### src/rtl/jzjpcc_pkg.sv
// Shared types for the jzjpcc fetch-control slice.
//   fetchCtrlState_t : fetch sequencer state (BOOT, RUN, HALTING, HALTED)
package jzjpcc_pkg;

  typedef enum logic [1:0] {
    BOOT    = 2'd0,
    RUN     = 2'd1,
    HALTING = 2'd2,
    HALTED  = 2'd3
  } fetchCtrlState_t;

endpackage

### src/rtl/jzjpcc_event_counter.sv
// Free-running event counter, wraps modulo 2^WIDTH.
//   clock     : in  posedge clock
//   reset     : in  asynchronous active-low reset, clears count
//   increment : in  count this cycle
//   count     : out current count
module jzjpcc_event_counter #(
  parameter int unsigned WIDTH = 32
) (
  input  logic             clock,
  input  logic             reset,
  input  logic             increment,
  output logic [WIDTH-1:0] count
);

  logic [WIDTH-1:0] count_q;
  logic [WIDTH-1:0] count_d;

  always_comb begin
    count_d = count_q;
    if (increment) count_d = count_q + WIDTH'(1);
  end

  always_ff @(posedge clock or negedge reset) begin
    if (!reset) count_q <= '0;
    else        count_q <= count_d;
  end

  assign count = count_q;

endmodule

### src/rtl/jzjpcc_fetch_control.sv
// Fetch-stage sequencer: sole driver of fetch's stall_fetch / flush_decode.
// Arbitrates boot flushing, load-use stalls, control-transfer redirects and
// debug halt/resume, and keeps fetch/stall performance counters.
//   clock           : in  posedge clock
//   reset           : in  asynchronous active-low reset
//   loadUseHazard   : in  decode needs a load result not yet available
//   pcCTWriteEnable : in  decode redirects PC this cycle
//   haltRequest     : in  debug level halt request
//   resumeRequest   : in  debug one-cycle resume pulse
//   stall_fetch     : out hold PC
//   flush_decode    : out load nop into decode
//   halted          : out fetch halted (registered)
//   fetchCount      : out RUN cycles where a real instruction entered decode
//   stallCount      : out RUN cycles stalled by loadUseHazard
module jzjpcc_fetch_control
  import jzjpcc_pkg::*;
#(
  parameter int unsigned BOOT_FLUSH_CYCLES = 2,
  parameter int unsigned COUNTER_WIDTH     = 32
) (
  input  logic                     clock,
  input  logic                     reset,
  input  logic                     loadUseHazard,
  input  logic                     pcCTWriteEnable,
  input  logic                     haltRequest,
  input  logic                     resumeRequest,
  output logic                     stall_fetch,
  output logic                     flush_decode,
  output logic                     halted,
  output logic [COUNTER_WIDTH-1:0] fetchCount,
  output logic [COUNTER_WIDTH-1:0] stallCount
);

  localparam int unsigned BOOT_CNT_W =
    (BOOT_FLUSH_CYCLES > 1) ? $clog2(BOOT_FLUSH_CYCLES) : 1;
  localparam logic [BOOT_CNT_W-1:0] BOOT_LAST = BOOT_CNT_W'(BOOT_FLUSH_CYCLES - 1);

  fetchCtrlState_t       state_q, state_d;
  logic [BOOT_CNT_W-1:0] bootCnt_q, bootCnt_d;
  logic                  haltPending_q, haltPending_d;
  logic                  fetchInc;
  logic                  stallInc;

  always_ff @(posedge clock or negedge reset) begin
    if (!reset) begin
      state_q       <= BOOT;
      bootCnt_q     <= '0;
      haltPending_q <= 1'b0;
    end else begin
      state_q       <= state_d;
      bootCnt_q     <= bootCnt_d;
      haltPending_q <= haltPending_d;
    end
  end

  always_comb begin
    state_d       = state_q;
    bootCnt_d     = bootCnt_q;
    haltPending_d = haltPending_q;
    stall_fetch   = 1'b1;
    flush_decode  = 1'b1;
    fetchInc      = 1'b0;
    stallInc      = 1'b0;

    unique case (state_q)
      BOOT: begin
        if (haltRequest) haltPending_d = 1'b1;
        if (bootCnt_q == BOOT_LAST) begin
          state_d   = RUN;
          bootCnt_d = '0;
        end else begin
          bootCnt_d = bootCnt_q + BOOT_CNT_W'(1);
        end
      end

      RUN: begin
        if (loadUseHazard) begin
          // Redirect is dropped here: its operands are stale and decode
          // re-asserts it once the load result arrives.
          stall_fetch  = 1'b1;
          flush_decode = 1'b0;
          stallInc     = 1'b1;
          if (haltRequest) haltPending_d = 1'b1;
        end else if (pcCTWriteEnable) begin
          stall_fetch  = 1'b0;
          flush_decode = 1'b1;
          if (haltRequest) haltPending_d = 1'b1;
        end else if (haltRequest || haltPending_q) begin
          state_d       = HALTING;
          haltPending_d = 1'b0;
        end else begin
          stall_fetch  = 1'b0;
          flush_decode = 1'b0;
          fetchInc     = 1'b1;
        end
      end

      HALTING: state_d = HALTED;

      HALTED: begin
        if (resumeRequest && !haltRequest) state_d = RUN;
      end

      default: begin
        state_d       = BOOT;
        bootCnt_d     = '0;
        haltPending_d = 1'b0;
      end
    endcase
  end

  assign halted = (state_q == HALTED);

  jzjpcc_event_counter #(.WIDTH(COUNTER_WIDTH)) u_fetch_counter (
    .clock     (clock),
    .reset     (reset),
    .increment (fetchInc),
    .count     (fetchCount)
  );

  jzjpcc_event_counter #(.WIDTH(COUNTER_WIDTH)) u_stall_counter (
    .clock     (clock),
    .reset     (reset),
    .increment (stallInc),
    .count     (stallCount)
  );

endmodule
### config.mk
export PLATFORM = sky130hd
export DESIGN_NAME = jzjpcc_fetch_control
export DESIGN_NICKNAME = d
export VERILOG_FILES = /design/src/rtl/jzjpcc_pkg.sv /design/src/rtl/jzjpcc_event_counter.sv /design/src/rtl/jzjpcc_fetch_control.sv
export SDC_FILE = /design/constraint.sdc
export NUM_CORES = 1
export LEC_CHECK = 0
export ABC_AREA = 1
export CAP_MARGIN = 10
export CORE_MARGIN = 2
export CORE_UTILIZATION = 56
export CTS_CLUSTER_SIZE = 8
export DETAILED_ROUTE_END_ITERATION = 10
export PLACE_DENSITY = 0.85
export SYNTH_ARGS = -nofsm -noshare
export SYNTH_HDL_FRONTEND = slang
export SYNTH_SLANG_ARGS = --single-unit
### constraint.sdc
create_clock -name clock -period 2.5 [get_ports clock]
set_input_delay 0.25 -clock clock [delete_from_list [all_inputs] [get_ports clock]]
set_output_delay 0.25 -clock clock [all_outputs]
set_load 0.02 [all_outputs]
== Word level (Yosys, flattened, before mapping) ==
Index checks and enable logic that the tools add are counted.

* Add/sub/neg operators: 3
* Eq/ne operators: 9
* Muxes and demuxes: 25
* Reduce and logical (&&, ||, !) cells: 7

{| class="wikitable"
|+ Operators by type and width
! operator !! number
|-
| $add A32 B1 Y32 const B || 2
|-
| $mux W1 || 18
|-
| $mux W2 || 5
|-
| $ne A2 B2 Y1 const B || 4
|-
| $pmux W2 S4 || 1
|-
| $reduce_and A5 Y1 || 1
|-
| $eq A2 B2 Y1 const B || 2
|-
| $ne A4 B4 Y1 const B || 1
|-
| $eq A2 B1 Y1 const B || 1
|-
| $logic_not A2 Y1 || 1
|-
| $ne A2 B1 Y1 const B || 1
|-
| $pmux W1 S2 || 1
|-
| $reduce_and A2 Y1 || 1
|-
| $reduce_bool A2 Y1 || 1
|-
| $add A1 B1 Y1 const B || 1
|-
| $logic_and A1 B1 Y1 || 1
|-
| $logic_not A1 Y1 || 1
|-
| $logic_or A1 B1 Y1 || 1
|}

* Flip-flop bits (word level): 68
* Bits of input ports: 6
* Output and inout port bits: 67
* Logic and storage cells: 49

== Longest topological paths before layout ==
* Word-level depth: 5
* Mapped depth: 11
* Mapped depth without buffers: 11

== By module ==
Synthesis repeated with hierarchy kept, for this count alone.

* Cell total of the unflattened synthesis: 504
* Area total of the unflattened synthesis: 3,856.2 sq um

{| class="wikitable"
|+ Modules (own cells, without submodules)
! module !! times used !! cells each !! area an instance (sq um) !! seq. area each (sq um)
|-
| jzjpcc_event_counter || 2 || 229 || 1,761.7 || 800.8
|-
| jzjpcc_fetch_control || 1 || 46 || 332.8 || 100.1
|}

== Worst setup path before layout ==
No wires, ideal clock.

* Path type: flip-flop to flip-flop
* From: register state_q[1]
* To: register u_stall_counter.count_q[30], in the netlist u_stall_counter.count[30]
* Library setup time: 0.117 ns
* Arrival time: 1.476 ns
* Required time: 2.383 ns
* Slack: 0.907 ns
* Cell stages (with the launch flop): 12
* Buffers on the path: 0
* Clock period less this slack: 1.593 ns
* Cells stage by stage: dfrtp_1 > inv_1 > ha_1 > nand2_4 > nor2_4 > nand2_4 > nor2_8 > nand2_4 > nor2_4 > nand2_1 > nand2_1 > nand2_1

* Longest elaborated chain between the ends: 2

{| class="wikitable"
|+ Ends and longest elaborated chain
! what !! RTL line !! source
|-
| start, declared || jzjpcc_fetch_control.sv:38 || <nowiki>fetchCtrlState_t state_q, state_d;</nowiki>
|-
| start signal, assigned || jzjpcc_fetch_control.sv:50 || <nowiki>state_q <= state_d;</nowiki>
|-
| $eq A2 B1 Y1 || jzjpcc_fetch_control.sv:65 || <nowiki>unique case (state_q)</nowiki>
|-
| $mux W1 || jzjpcc_fetch_control.sv:65 ||
|-
| end signal, assigned || jzjpcc_event_counter.sv:25 || <nowiki>else count_q <= count_d;</nowiki>
|-
| end, declared || jzjpcc_event_counter.sv:15 || <nowiki>logic [WIDTH-1:0] count_q;</nowiki>
|}

Every way passes these cells.
A chain may end at the register's enable or synchronous reset.

== Worst setup path after layout ==
* From: register state_q[1]
* To: output flush_decode

* Longest elaborated chain between the ends: 2

{| class="wikitable"
|+ Ends and longest elaborated chain
! what !! RTL line !! source
|-
| $eq A2 B1 Y1 || jzjpcc_fetch_control.sv:65 ||
|-
| $mux W1 || jzjpcc_fetch_control.sv:65 ||
|-
| end, declared || jzjpcc_fetch_control.sv:28 || <nowiki>output logic flush_decode,</nowiki>
|}

Every way passes these cells.

==> results.toml <==
[setup_path]
arrival_ns = 2.05
cp_max_fo = 6
required_ns = 2.25
reg2reg_slack_ns = 0.64
path_class = "flip-flop to primary output"
crit_path_end_kind = "primary output"
r2r-start = "state_q[1]$_DFFE_PN0P_"
crit_slowest_cell = "clkdlybuf4s50_1"
critPathLaunchType = "flip-flop"
setup.worst_path.start = "state_q[1]$_DFFE_PN0P_"
cp_cell_sequence = "inv_1, ha_1, nand2_4, inv_1, a31oi_1, clkdlybuf4s50_1"
slowest_delay_ns = 0.63
crit_top_cell = "inv_1"

[die]
fp.dieH_um = 86.8
row_count = 30
ios = 73
fp.dieArea_um2 = 7530
die_x_um = 86.8
initial_core_util = 0.571
core_um2 = 6720

[global_route]
grt_pass1_wl_um = 14700
grt_pass1_vias = 3359
antenna_found_initial = 0
grt_max_degree = 38
grt_usage = 0.248
grt_overflow = 0

[detailed_routing]
drcViolationCount = 0
vias = 3467
drt-initial-drc-count = 141
routed_wl_um = 8610
routed_via_density = 5.29
ant_nets = 0
drtPass1Iterations = 5
wire_per_inst_um = 13.1

[sta]
whs_ns = 0.474
finalClockSkew_ns = 0.00780
fin_setup_tns_ns = 0
max_freq_ghz = 0.435
drv_slew = 0
rsz0062_at_grt = "no"
period_minus_slack_ns = 2.30
worst_slew_pin_slew_ns = 0.718
hold_viol_final = 0
relSlewSlack = 0.521
fin_crit_sh = 0.919
finalSetupViolCount = 0

[synth]
ys_seq_area_frac = 0.444
synth_area_leaders = "dfrtp_1 (44%), nand2_1 (14%), inv_1 (6.6%)"
syn_area_per_cell_um2 = 7.88
syn_area_um2 = 3840
synthCells = 487
synth_top_area_share = 0.444
synth.most_common_cell = "nand2_1"
synth_nets = 499
synth_top_cells_by_count = "nand2_1 (142), dfrtp_1 (68), inv_1 (67)"
synthFlopType = "dfrtp_1"
yosysWarnings = 0
yosys.area.top_type = "dfrtp_1"
synth.distinct_cells = 28
synth_edf_count = 0
async_flop_share = 1.00
synth-seq-cells = 68

[cts]
cts-root-buf = "clkbuf_8"
cts_tree = "done"
tritoncts.num_buffers = 9
ctsHtreeMaxLevel = 3
cts.path.max_buffers = 2
clock-sinks = 68
clk_pin_slew_ns = 0.08
insertion_delay_ns = 0.36

[power]
leakagePower_uw = 0.00226
peakVddDrop_v = 0.000417
power_density_nw_per_um2 = 634

[finish]
antenna_cells = 0
instances_no_fill = 656
drive_gt1_frac = 0.0833
area_growth_pct = 28.2
final_nets = 583

[placed_design]
port_buffers = 72
placedCellCount = 639
gp_congestion = 0.989
hpwl_um = 6410

[worst_hold_path]
min_from = "bootCnt_q$_DFFE_PN0N_"
hp-class = "flip-flop to flip-flop"

[outcome]
status = "finished clean"

[run]
max_cap_viol_count = 0
worst max-delay path: cells and delay by family, from the launching register on:
family / cells / cell delay, ns
buffers and inverters: 3 / 0.78
DFF: 1 / 0.36
adders and majority gates: 1 / 0.27
and+or+nand+nor: 1 / 0.14
AOI/OAI and AO/OA: 1 / 0.14
cells in the final DEF (no fill, tap or decap), drive strengths merged:
| cell | n |
|---|---|
| nand2 | 145 |
| o211ai | 1 |
| and2 | 2 |
| nand4 | 14 |
| ha | 6 |
| nand3 | 38 |
| a31oi | 1 |
| clkinvlp | 1 |
| nand3b | 4 |
| inv | 68 |
| clkbuf | 10 |
| bufinv | 3 |
| xor2 | 22 |
| o22ai | 1 |
| dlygate4sd3 | 1 |
| buf | 2 |
| o21ai | 10 |
| nor3 | 14 |
| nor2 | 72 |
| clkinv | 3 |
| dfrtp | 68 |
| xnor2 | 19 |
| clkdlybuf4s50 | 71 |
metrics by stage:
stage	setup WS (ns)	power, uW	util	area, um^2
CTS	0.178	3140	0.732	4920
global placement	0.537	1970	0.694	4660
floorplan	0.907	1730	-	3840
detailed placement	0.486	2010	0.694	4660
finish	0.203	3120	0.732	4920
global route	0.0857	3270	0.732	4920
area by class of cell:
cell class	count	area (um^2)
timing repair buffer	74	746
sequential	68	1700
fill	512	1800
tap	80	100
inverter	69	259
multi-input combinational	349	1860
clock buffer	10	138
clock inverter	6	111
state kept, by name, summed over array words and instances (netlist names):
name / cells
bootCnt_q: 1
u_stall_counter.count: 32
haltPending_q: 1
u_fetch_counter.count: 32
state_q: 2
path summary, 6_finish.rpt:
kind                                                          to  cells after the start
hold / removal                             bootCnt_q$_DFFE_PN0N_                      1
max in group asynchronous  u_stall_counter.count[19]$_DFFE_PN0P_                      3
min in group asynchronous   u_stall_counter.count[2]$_DFFE_PN0P_                      2
setup / recovery                                    flush_decode                      6
setup reg to reg           u_stall_counter.count[24]$_DFFE_PN0P_                      9
hold reg to reg                            bootCnt_q$_DFFE_PN0N_                      1
what timing repair did:
action,CTS,global route
endpoints found under the setup margin,0,0
gates resized for setup,0,0
hold buffers,1,0
hold endpoints to repair,31,0
setup buffers,0,0
per-layer routing:
layer	routed length, um	up-vias	GRT usage
met3	500	30	0.0476
li1	-	1690	-
met4	222	0	0.109
met1	3630	1591	0.306
met5	0	-	0
met2	4250	156	0.423
cells by family after synthesis:
| group | count (synthesis) | share of synthesized area |
|---|---|---|
| AND/OR/NAND/NOR | 289 | 0.355 |
| XOR/XNOR | 41 | 0.0936 |
| AO/OA/AOI/OAI | 13 | 0.0183 |
| flip-flops | 68 | 0.444 |
| adder cells (fa/ha/maj) | 6 | 0.0196 |
| buffers and inverters | 70 | 0.0704 |
report_power, final:
group,total (uW),internal (uW),switching [uW]
sequential,1310,1200,110
combinational,675,284,391
clock,1130,689,442
total,3120,2170,943
Note: power is estimated with default switching activity, not from simulation.
